<file path="src/rtl/instruction_issuer_if.sv">
//==============================================================================
// Module   : instruction_issuer_if
// Brief    : Controller write port and issued-instruction bus of the issuer.
// Revision : 1.0 - initial release
//==============================================================================
`default_nettype none

interface instruction_issuer_if #(
   parameter int DEPTH = 4
);
   localparam int c_CNT_W = $clog2(DEPTH) + 1;

   logic               wr_valid;
   logic               wr_ready;
   logic [2:0]         wr_src;
   logic [2:0]         wr_dst;
   logic [2:0]         wr_delay;
   logic               enable;
   logic               flush;
   logic [8:0]         instruct;
   logic               issue_valid;
   logic               issue_start;
   logic               done;
   logic [c_CNT_W-1:0] count;

   modport master (
      output wr_valid, wr_src, wr_dst, wr_delay, enable, flush,
      input  wr_ready, instruct, issue_valid, issue_start, done, count
   );

   modport slave (
      input  wr_valid, wr_src, wr_dst, wr_delay, enable, flush,
      output wr_ready, instruct, issue_valid, issue_start, done, count
   );
endinterface

`default_nettype wire

</file>
<file path="src/rtl/instruction_issuer.sv">
//==============================================================================
// Module   : instruction_issuer
// Brief    : FIFO-buffered issuer holding each {delay,dst,src} instruction
//            stable for max(delay,MIN_DELAY)+1 cycles.
// Revision : 1.0 - initial release
//==============================================================================
`default_nettype none

module instruction_issuer #(
   parameter int DEPTH     = 4,
   parameter int MIN_DELAY = 3
) (
   input  wire logic              clk,
   input  wire logic              reset_n,
   instruction_issuer_if.slave    bus
);
   localparam int                 c_AW       = $clog2(DEPTH);
   localparam int                 c_CW       = c_AW + 1;
   localparam logic [c_CW-1:0]    c_FULL     = c_CW'(DEPTH);
   localparam logic [c_CW-1:0]    c_CNT_ONE  = c_CW'(1);
   localparam logic [c_AW-1:0]    c_PTR_ONE  = c_AW'(1);
   localparam logic [2:0]         c_MIN_HOLD = 3'(MIN_DELAY);

   localparam logic [0:0]         c_IDLE     = 1'b0;
   localparam logic [0:0]         c_HOLD     = 1'b1;

   logic [0:0]      r_state;
   logic [0:0]      w_next_state;
   logic [8:0]      r_mem [DEPTH];
   logic [c_AW-1:0] r_wr_ptr;
   logic [c_AW-1:0] r_rd_ptr;
   logic [c_CW-1:0] r_count;
   logic [c_CW-1:0] w_count_next;
   logic [2:0]      r_hold;
   logic [8:0]      r_instruct;
   logic            r_issue_start;
   logic            r_done;
   logic            w_wr_ready;
   logic            w_push;
   logic            w_pop;
   logic            w_issue_valid;
   logic            w_done_next;
   logic [8:0]      w_head;
   logic [2:0]      w_head_hold;

   // wr_ready depends only on registered count, so a same-cycle pop never frees a slot
   assign w_wr_ready  = (r_count < c_FULL) && !bus.flush;
   assign w_push      = bus.wr_valid && w_wr_ready;
   assign w_head      = r_mem[r_rd_ptr];
   assign w_head_hold = (w_head[8:6] > c_MIN_HOLD) ? w_head[8:6] : c_MIN_HOLD;

   always_ff @(posedge clk or negedge reset_n) begin
      if (!reset_n) begin
         r_state <= c_IDLE;
      end else begin
         r_state <= w_next_state;
      end
   end

   always_comb begin
      w_next_state = r_state;
      w_pop        = 1'b0;
      case (r_state)
         c_IDLE: begin
            if ((r_count != '0) && bus.enable) begin
               w_pop        = 1'b1;
               w_next_state = c_HOLD;
            end
         end
         c_HOLD: begin
            if (r_hold == 3'd0) begin
               if ((r_count != '0) && bus.enable) begin
                  w_pop = 1'b1;
               end else begin
                  w_next_state = c_IDLE;
               end
            end
         end
         default: w_next_state = c_IDLE;
      endcase
   end

   always_comb begin
      w_count_next = r_count;
      if (bus.flush) begin
         w_count_next = '0;
      end else begin
         case ({w_push, w_pop})
            2'b10:   w_count_next = r_count + c_CNT_ONE;
            2'b01:   w_count_next = r_count - c_CNT_ONE;
            default: w_count_next = r_count;
         endcase
      end
   end

   always_comb begin
      w_issue_valid = (r_state == c_HOLD);
      w_done_next   = (r_state == c_HOLD) && (w_next_state == c_IDLE) &&
                      (w_count_next == '0);
   end

   always_ff @(posedge clk) begin
      if (w_push) begin
         r_mem[r_wr_ptr] <= {bus.wr_delay, bus.wr_dst, bus.wr_src};
      end
   end

   always_ff @(posedge clk or negedge reset_n) begin
      if (!reset_n) begin
         r_wr_ptr      <= '0;
         r_rd_ptr      <= '0;
         r_count       <= '0;
         r_hold        <= 3'd0;
         r_instruct    <= 9'h000;
         r_issue_start <= 1'b0;
         r_done        <= 1'b0;
      end else begin
         r_count       <= w_count_next;
         r_issue_start <= w_pop;
         r_done        <= w_done_next;
         if (w_push) begin
            r_wr_ptr <= r_wr_ptr + c_PTR_ONE;
         end
         // Flush blocks pushes, so dropping everything left means catching up to the write pointer
         if (bus.flush) begin
            r_rd_ptr <= r_wr_ptr;
         end else if (w_pop) begin
            r_rd_ptr <= r_rd_ptr + c_PTR_ONE;
         end
         if (w_pop) begin
            r_instruct <= w_head;
            r_hold     <= w_head_hold;
         end else if (r_hold != 3'd0) begin
            r_hold <= r_hold - 3'd1;
         end
      end
   end

   assign bus.wr_ready    = w_wr_ready;
   assign bus.instruct    = r_instruct;
   assign bus.issue_valid = w_issue_valid;
   assign bus.issue_start = r_issue_start;
   assign bus.done        = r_done;
   assign bus.count       = r_count;

endmodule

`default_nettype wire

</file>
<file path="src/flat_wrapper.sv">
// flat-port wrapper written by rule: the top's interface ports become plain ports
module instruction_issuer_flat 
#(
   parameter int DEPTH     = 4,
   parameter int MIN_DELAY = 3
)
  (clk, reset_n, bus_wr_valid, bus_wr_src, bus_wr_dst, bus_wr_delay, bus_enable, bus_flush, bus_wr_ready, bus_instruct, bus_issue_valid, bus_issue_start, bus_done, bus_count);
  instruction_issuer_if #(.DEPTH(DEPTH)) bus_i ();
  input  wire logic clk;
  input  wire logic reset_n;
  input wire logic [$bits(bus_i.wr_valid)-1:0] bus_wr_valid;
  input wire logic [$bits(bus_i.wr_src)-1:0] bus_wr_src;
  input wire logic [$bits(bus_i.wr_dst)-1:0] bus_wr_dst;
  input wire logic [$bits(bus_i.wr_delay)-1:0] bus_wr_delay;
  input wire logic [$bits(bus_i.enable)-1:0] bus_enable;
  input wire logic [$bits(bus_i.flush)-1:0] bus_flush;
  output wire logic [$bits(bus_i.wr_ready)-1:0] bus_wr_ready;
  output wire logic [$bits(bus_i.instruct)-1:0] bus_instruct;
  output wire logic [$bits(bus_i.issue_valid)-1:0] bus_issue_valid;
  output wire logic [$bits(bus_i.issue_start)-1:0] bus_issue_start;
  output wire logic [$bits(bus_i.done)-1:0] bus_done;
  output wire logic [$bits(bus_i.count)-1:0] bus_count;
  assign bus_i.wr_valid = bus_wr_valid;
  assign bus_i.wr_src = bus_wr_src;
  assign bus_i.wr_dst = bus_wr_dst;
  assign bus_i.wr_delay = bus_wr_delay;
  assign bus_i.enable = bus_enable;
  assign bus_i.flush = bus_flush;
  assign bus_wr_ready = bus_i.wr_ready;
  assign bus_instruct = bus_i.instruct;
  assign bus_issue_valid = bus_i.issue_valid;
  assign bus_issue_start = bus_i.issue_start;
  assign bus_done = bus_i.done;
  assign bus_count = bus_i.count;
  instruction_issuer #(.DEPTH(DEPTH), .MIN_DELAY(MIN_DELAY)) u_core (.clk(clk), .reset_n(reset_n), .bus(bus_i));
endmodule
</file>
<file path="config.mk">
export PLATFORM = sky130hd
export DESIGN_NAME = instruction_issuer_flat
export DESIGN_NICKNAME = d
export VERILOG_FILES = /design/src/rtl/instruction_issuer_if.sv /design/src/rtl/instruction_issuer.sv /design/src/flat_wrapper.sv
export SDC_FILE = /design/constraint.sdc
export NUM_CORES = 1
export LEC_CHECK = 0
export CORE_MARGIN = 5
export CORE_UTILIZATION = 45
export DETAILED_ROUTE_END_ITERATION = 16
export PLACE_DENSITY = 0.76
export SYNTH_ARGS = -nofsm -noshare
export SYNTH_HDL_FRONTEND = slang
export SYNTH_SLANG_ARGS = --single-unit
</file>
<file path="constraint.sdc">
create_clock -name clk -period 3.24 [get_ports clk]
set_input_delay 0.972 -clock clk [delete_from_list [all_inputs] [get_ports clk]]
set_output_delay 0.972 -clock clk [all_outputs]
set_load 0.01 [all_outputs]
</file>
==> impl_metrics.json, run 1 <==
{
  "status": "completed",
  "power_switching_mw": 0.7874,
  "layout-drive-gt1-share": 0.1579,
  "min_to": "u_core.bus.instruct[1]",
  "synthArstFlopShare": 0.3793,
  "start_kind": "input pin",
  "comb_power_share": 0.323,
  "power_density_mw_per_mm2": 853.0,
  "antenna_found_initial": 0,
  "dieWidth_um": 83.65,
  "hold_viol": 0,
  "rsz0062_at_grt": "no",
  "p_seq_frac": 0.437,
  "endpoint_kind": "output pin",
  "area_growth_syn_to_layout_pct": 23.37,
  "grt_overflow": 0,
  "diodes": 0,
  "worstSkewPairLatency_ps": 330,
  "ant_nets": 0,
  "p_leak_nw": 1.152,
  "syn_inst": 144,
  "ir_drop_mv": 0.4754,
  "grt_start_max_net_pins": 23,
  "grt_pass1_vias": 1456,
  "min_path_type": "register to register",
  "syn-num-nets": 166,
  "drc": 0,
  "cts-hold-fix-buffers": 0,
  "clockBufferDepth": 2,
  "intPower_mw": 1.782,
  "max_slew_margin": 0.6267,
  "grt_usage": 0.1316,
  "synth_top_flop_cell": "edfxtp_1",
  "ff2ff_path_depth": 9,
  "wl_per_cell_um": 16.52,
  "cts.sinks": 58,
  "dieArea_mm2": 0.006997,
  "design.core.area_mm2": 0.005172,
  "postLayoutCellArea_mm2": 0.003012,
  "portBuffers": 29,
  "switching_share": 0.3065,
  "max_cap_violations": 0,
  "cts-root-buf": "clkbuf_8",
  "hpwl_um": 2992,
  "critical_path_class": "input pin to output pin",
  "io_pins": 30,
  "cts_tree": "yes",
  "critPathRequiredTime_ps": 2270,
  "reg2reg_from": "u_core.r_hold[0]",
  "synth_edf_count": 36,
  "clkPwrFrac": 0.240,
  "netlist_area_mm2": 0.002441,
  "hold_start": "u_core.bus.instruct[1]",
  "placed_area_mm2": 0.002826,
  "start_util": 0.4719,
  "die_h_um": 83.65,
  "fmax_mhz": 318.0,
  "tightest_slew_ps": 560.0,
  "firstDrtPassIters": 5,
  "grt_first_pass_wirelength_um": 6948,
  "setup_violations": 0,
  "gp_congestion": 0.7762,
  "htree_levels": 3,
  "avgSynthCellArea_um2": 16.95,
  "final_nets": 207,
  "rr_endpoint": "u_core.bus.done",
  "vias": 1362,
  "ys_warn_count": 0,
  "drtIter0Drc": 73,
  "crit_fanout": 3,
  "drt-total-wl_um": 4296,
  "post_cts_resized": 0,
  "finalCritPeriodShare": 0.9705,
  "viasPerCell": 5.238,
  "clkTransAtPathRegs_ps": 60,
  "hold_depth": 1,
  "holdWs_ps": 506.1,
  "arrival_ps": 2170,
  "post_cts_buffers": 0,
  "synth.distinct_cells": 34,
  "rows": 26,
  "worst-r2r-setup-slack_ps": 660,
  "synth-seq-area-share": 0.6684,
  "ys_seq_elements": 58,
  "drv_slew": 0,
  "numCtsBuffers": 9,
  "final.min_clock_period_ps": 3144,
  "fin_skew_ps": 7.808
}
## cell type report
cell class	instances	area, um2
clock inverter	6	57.56
tap	70	87.58
fill	405	2161
clock buffer	10	127.6
multi-input combinational	75	753.2
inverter	7	26.28
sequential	58	1632
timing repair buffer	34	327.8
## cell families (layout without fill, tap and decap cells)
logic type,after synthesis,in the layout,share of synthesized area
mux,20,20,0.1466
xor+xnor,5,5,0.01794
compound gates,15,15,0.04357
simple gates,27,27,0.05638
flops,58,58,0.6684
fa+ha+maj,8,8,0.04408
buf+inv,11,57,0.02306
## worst max-delay path by stage
stage | slack (ps) | depth (start not counted) | to | startpoint
after floorplan | 160 | 10 | u_core.bus.done | bus_flush
after global placement | 90 | 10 | u_core.bus.done | bus_flush
after detailed placement | -80 | 10 | u_core.bus.done | bus_flush
after CTS | 90 | 3 | bus_wr_ready | bus_flush
after global routing | 40 | 3 | bus_wr_ready | bus_flush
final | 100 | 3 | bus_wr_ready | bus_flush
## layout by cell type, fill, tap and decap left out, types with 5 or more instances in the layout
| cell | n |
|---|---|
| dfrtp_1 | 22 |
| mux4_1 | 8 |
| clkdlybuf4s50_1 | 29 |
| mux2_2 | 8 |
| clkbuf_8 | 9 |
| ha_1 | 7 |
| inv_1 | 7 |
| buf_4 | 5 |
| o21ai_0 | 6 |
| nor2_1 | 6 |
| nand2_1 | 8 |
| edfxtp_1 | 36 |
## registers in the layout (all words and copies together), names as in the netlist
register                count
u_core.r_rd_ptr             2
u_core.r_hold               3
u_core.bus.issue_start      1
u_core.bus.instruct         9
u_core.r_wr_ptr             2
u_core.bus.done             1
u_core.bus.issue_valid      1
u_core.bus.count            3
u_core.r_mem               36
## power by group through the flow
stage	clock network (mW)	registers, mW	logic, mW
2_1_floorplan	0	1.10	0.537
3_3_place_gp	0	1.13	0.784
3_5_place_dp	0	1.14	0.830
4_1_cts	0.631	1.13	0.837
5_1_grt	0.665	1.15	0.903
6_report	0.616	1.12	0.830
## critical path, stage by stage
cell             delay [ps]
clkdlybuf4s50_1         430
nor2_1                  190
clkdlybuf4s50_1         580
## metrics by stage
step,worst slack [ps],utilization,instances,total power [mW],setup TNS (ps)
after global routing,44.27,0.5822,260,2.716,0
after global placement,94.79,0.5464,244,1.910,0
final,95.61,0.5822,260,2.569,0
after detailed placement,-79.48,0.5464,244,1.973,-79.48
after CTS,93.01,0.5822,260,2.596,0
after floorplan,156.5,-,144,1.642,0
## metal layers
| metal | routed length (um) | GRT usage | vias to the layer above |
|---|---|---|---|
| met5 | 0 | 0 | - |
| met4 | 51 | 0.06287 | 0 |
| met3 | 169 | 0.04047 | 5 |
| met2 | 2371 | 0.2321 | 31 |
| met1 | 1704 | 0.1429 | 697 |
| li1 | - | - | 629 |
## Yosys cell counts (2+ instances only)
cell type  count  area [um2]
edfxtp_1      36        1081
dfrtp_1       22       550.5
mux2_2         8       90.09
mux4_1         8       210.2
nand2_1        8       30.03
ha_1           7       87.58
inv_1          7       26.28
nor2_1         6       22.52
o21ai_0        6       30.03
and3_1         4       25.02
xnor2_1        4       35.03
a211oi_1       2       15.01
a21oi_1        2       10.01
mux2i_1        2       20.02
nor2b_1        2       12.51
nor3b_1        2       15.01
(Power assumes the default switching activity.)
==> run 2: changes to the inputs <==
--- a/config.mk
+++ b/config.mk
@@ -9,6 +9,8 @@
 export CORE_UTILIZATION = 45
 export DETAILED_ROUTE_END_ITERATION = 16
 export PLACE_DENSITY = 0.76
+export REMOVE_ABC_BUFFERS = 1
+export SLEW_MARGIN = 20
 export SYNTH_ARGS = -nofsm -noshare
 export SYNTH_HDL_FRONTEND = slang
 export SYNTH_SLANG_ARGS = --single-unit
==> run 2 against run 1 <==
Against the previous run: sequential cell count stayed put; first-iteration DRC count is 5.5% lower; design area is 0.29% higher; combinational power is 0.8% lower; clock power is 4.1% higher; non-clock buffer count stayed put.
==> impl_metrics.json, run 2 (synthesis results as in run 1) <==
{
  "die_h_um": 83.65,
  "top_register": "u_core.r_mem",
  "drt-total-wl_um": 4392,
  "p_total_mw": 2.592,
  "ir_drop_mv": 0.4827,
  "start_util": 0.4719,
  "layout_commonest_cell": "edfxtp_1",
  "ant_nets": 0,
  "numCtsBuffers": 9,
  "diodes": 0,
  "drc": 0,
  "area_growth_syn_to_layout_pct": 23.73,
  "dieArea_mm2": 0.006997,
  "power_density_mw_per_mm2": 858.2,
  "fmax_mhz": 316.7,
  "hold_viol": 0,
  "hpwl_um": 3037,
  "grt_usage": 0.1405,
  "worstSkewPairLatency_ps": 330,
  "start_kind": "input pin",
  "io_pins": 30,
  "critPathRequiredTime_ps": 2270,
  "portBuffers": 29,
  "fin_skew_ps": 5.160,
  "seqCellArea_mm2": 0.001632,
  "viasPerCell": 5.242,
  "finalSetupTns_ps": 0,
  "grt_start_max_net_pins": 23,
  "clockBufferDepth": 2,
  "grt_overflow": 0,
  "post_cts_buffers": 0,
  "critical_path_class": "input pin to output pin",
  "holdWs_ps": 511.0,
  "dieWidth_um": 83.65,
  "cts_tree": "yes",
  "dp_slack_ps": -29.30,
  "largest_reg_flops": 36,
  "rsz0062_at_grt": "no",
  "placed_area_mm2": 0.002826,
  "cts-hold-fix-buffers": 0,
  "multi_input_area_um2": 753.2,
  "drv_slew": 0,
  "firstDrtPassIters": 4,
  "htree_levels": 3,
  "worst-r2r-setup-slack_ps": 710,
  "final_cell_mix": "edfxtp_1 (36), clkdlybuf4s50_1 (29), dfrtp_1 (22), clkbuf_8 (10)",
  "rows": 26,
  "post_cts_resized": 0,
  "crit_fanout": 3,
  "design.core.area_mm2": 0.005172,
  "setup_violations": 0,
  "layout-drive-gt1-share": 0.1684,
  "min_path_type": "register to register",
  "gp_congestion": 0.7361,
  "max_slew_margin": 0.6117,
  "setup_ws_ps": 82.33,
  "endpoint_kind": "output pin",
  "drtIter0Drc": 69,
  "final_nets": 207,
  "wl_per_cell_um": 16.89,
  "finalCritPeriodShare": 0.9746,
  "vias": 1363,
  "max_cap_violations": 0,
  "final.min_clock_period_ps": 3158,
  "postLayoutCellArea_mm2": 0.003020,
  "arrival_ps": 2190,
  "status": "completed",
  "grt_pass1_vias": 1531,
  "antenna_found_initial": 0,
  "tightest_slew_ps": 582.4,
  "nFillCells": 414,
  "cts-root-buf": "clkbuf_8",
  "clkTransAtPathRegs_ps": 60,
  "cts.sinks": 58,
  "grt_first_pass_wirelength_um": 7389,
  "p_leak_nw": 1.164
}
## run 2: cell count changes in the layout (fill, tap and decap cells not counted), sizes merged
cell,before,now
clkinvlp,2,1
clkinv,3,4
## run 2: power breakdown
group          switching (mW)  total, mW  leakage (nW)  internal [mW]
combinational           0.352      0.823         0.466          0.471
sequential              0.164       1.13         0.598          0.964
clock                   0.273      0.641        0.0995          0.369
## run 2: layout make-up
| type | instances | share of cell area |
|---|---|---|
| Inverter | 7 | 0.008699 |
| Multi-Input combinational cell | 75 | 0.2494 |
| Tap cell | 70 | 0.02900 |
| Clock buffer | 10 | 0.04557 |
| Timing Repair Buffer | 34 | 0.1085 |
| Sequential cell | 58 | 0.5402 |
| Clock inverter | 6 | 0.01864 |
## run 2: through the flow
step / utilization / cells
6_report: 0.5839 / 260
5_1_grt: 0.5839 / 260
4_1_cts: 0.5839 / 260
3_5_place_dp: 0.5464 / 244
3_3_place_gp: 0.5464 / 244
2_1_floorplan: - / 140
## run 2: metal layers
metal / GRT usage / routed length, um / up-vias
met5: 0 / 0 / -
met4: 0.07749 / 86 / 0
met3: 0.04640 / 221 / 10
met2: 0.2523 / 2378 / 43
met1: 0.1420 / 1705 / 677
li1: - / - / 633
## run 2: worst max-delay path, stage by stage
cell,delay (ps)
clkdlybuf4s50_1,450
nor2_1,190
clkdlybuf4s50_1,570
## run 2: worst paths after layout
path / startpoint / endpoint / depth (start not counted)
setup / recovery: bus_flush / bus_wr_ready / 3
hold / removal: u_core.bus.instruct[2] / u_core.bus.instruct[2] / 1
setup reg to reg: u_core.r_hold[0] / u_core.bus.done / 10
hold reg to reg: u_core.bus.instruct[2] / u_core.bus.instruct[2] / 1
max in group asynchronous: reset_n / u_core.bus.instruct[3] / 2
min in group asynchronous: reset_n / u_core.r_rd_ptr[1] / 2
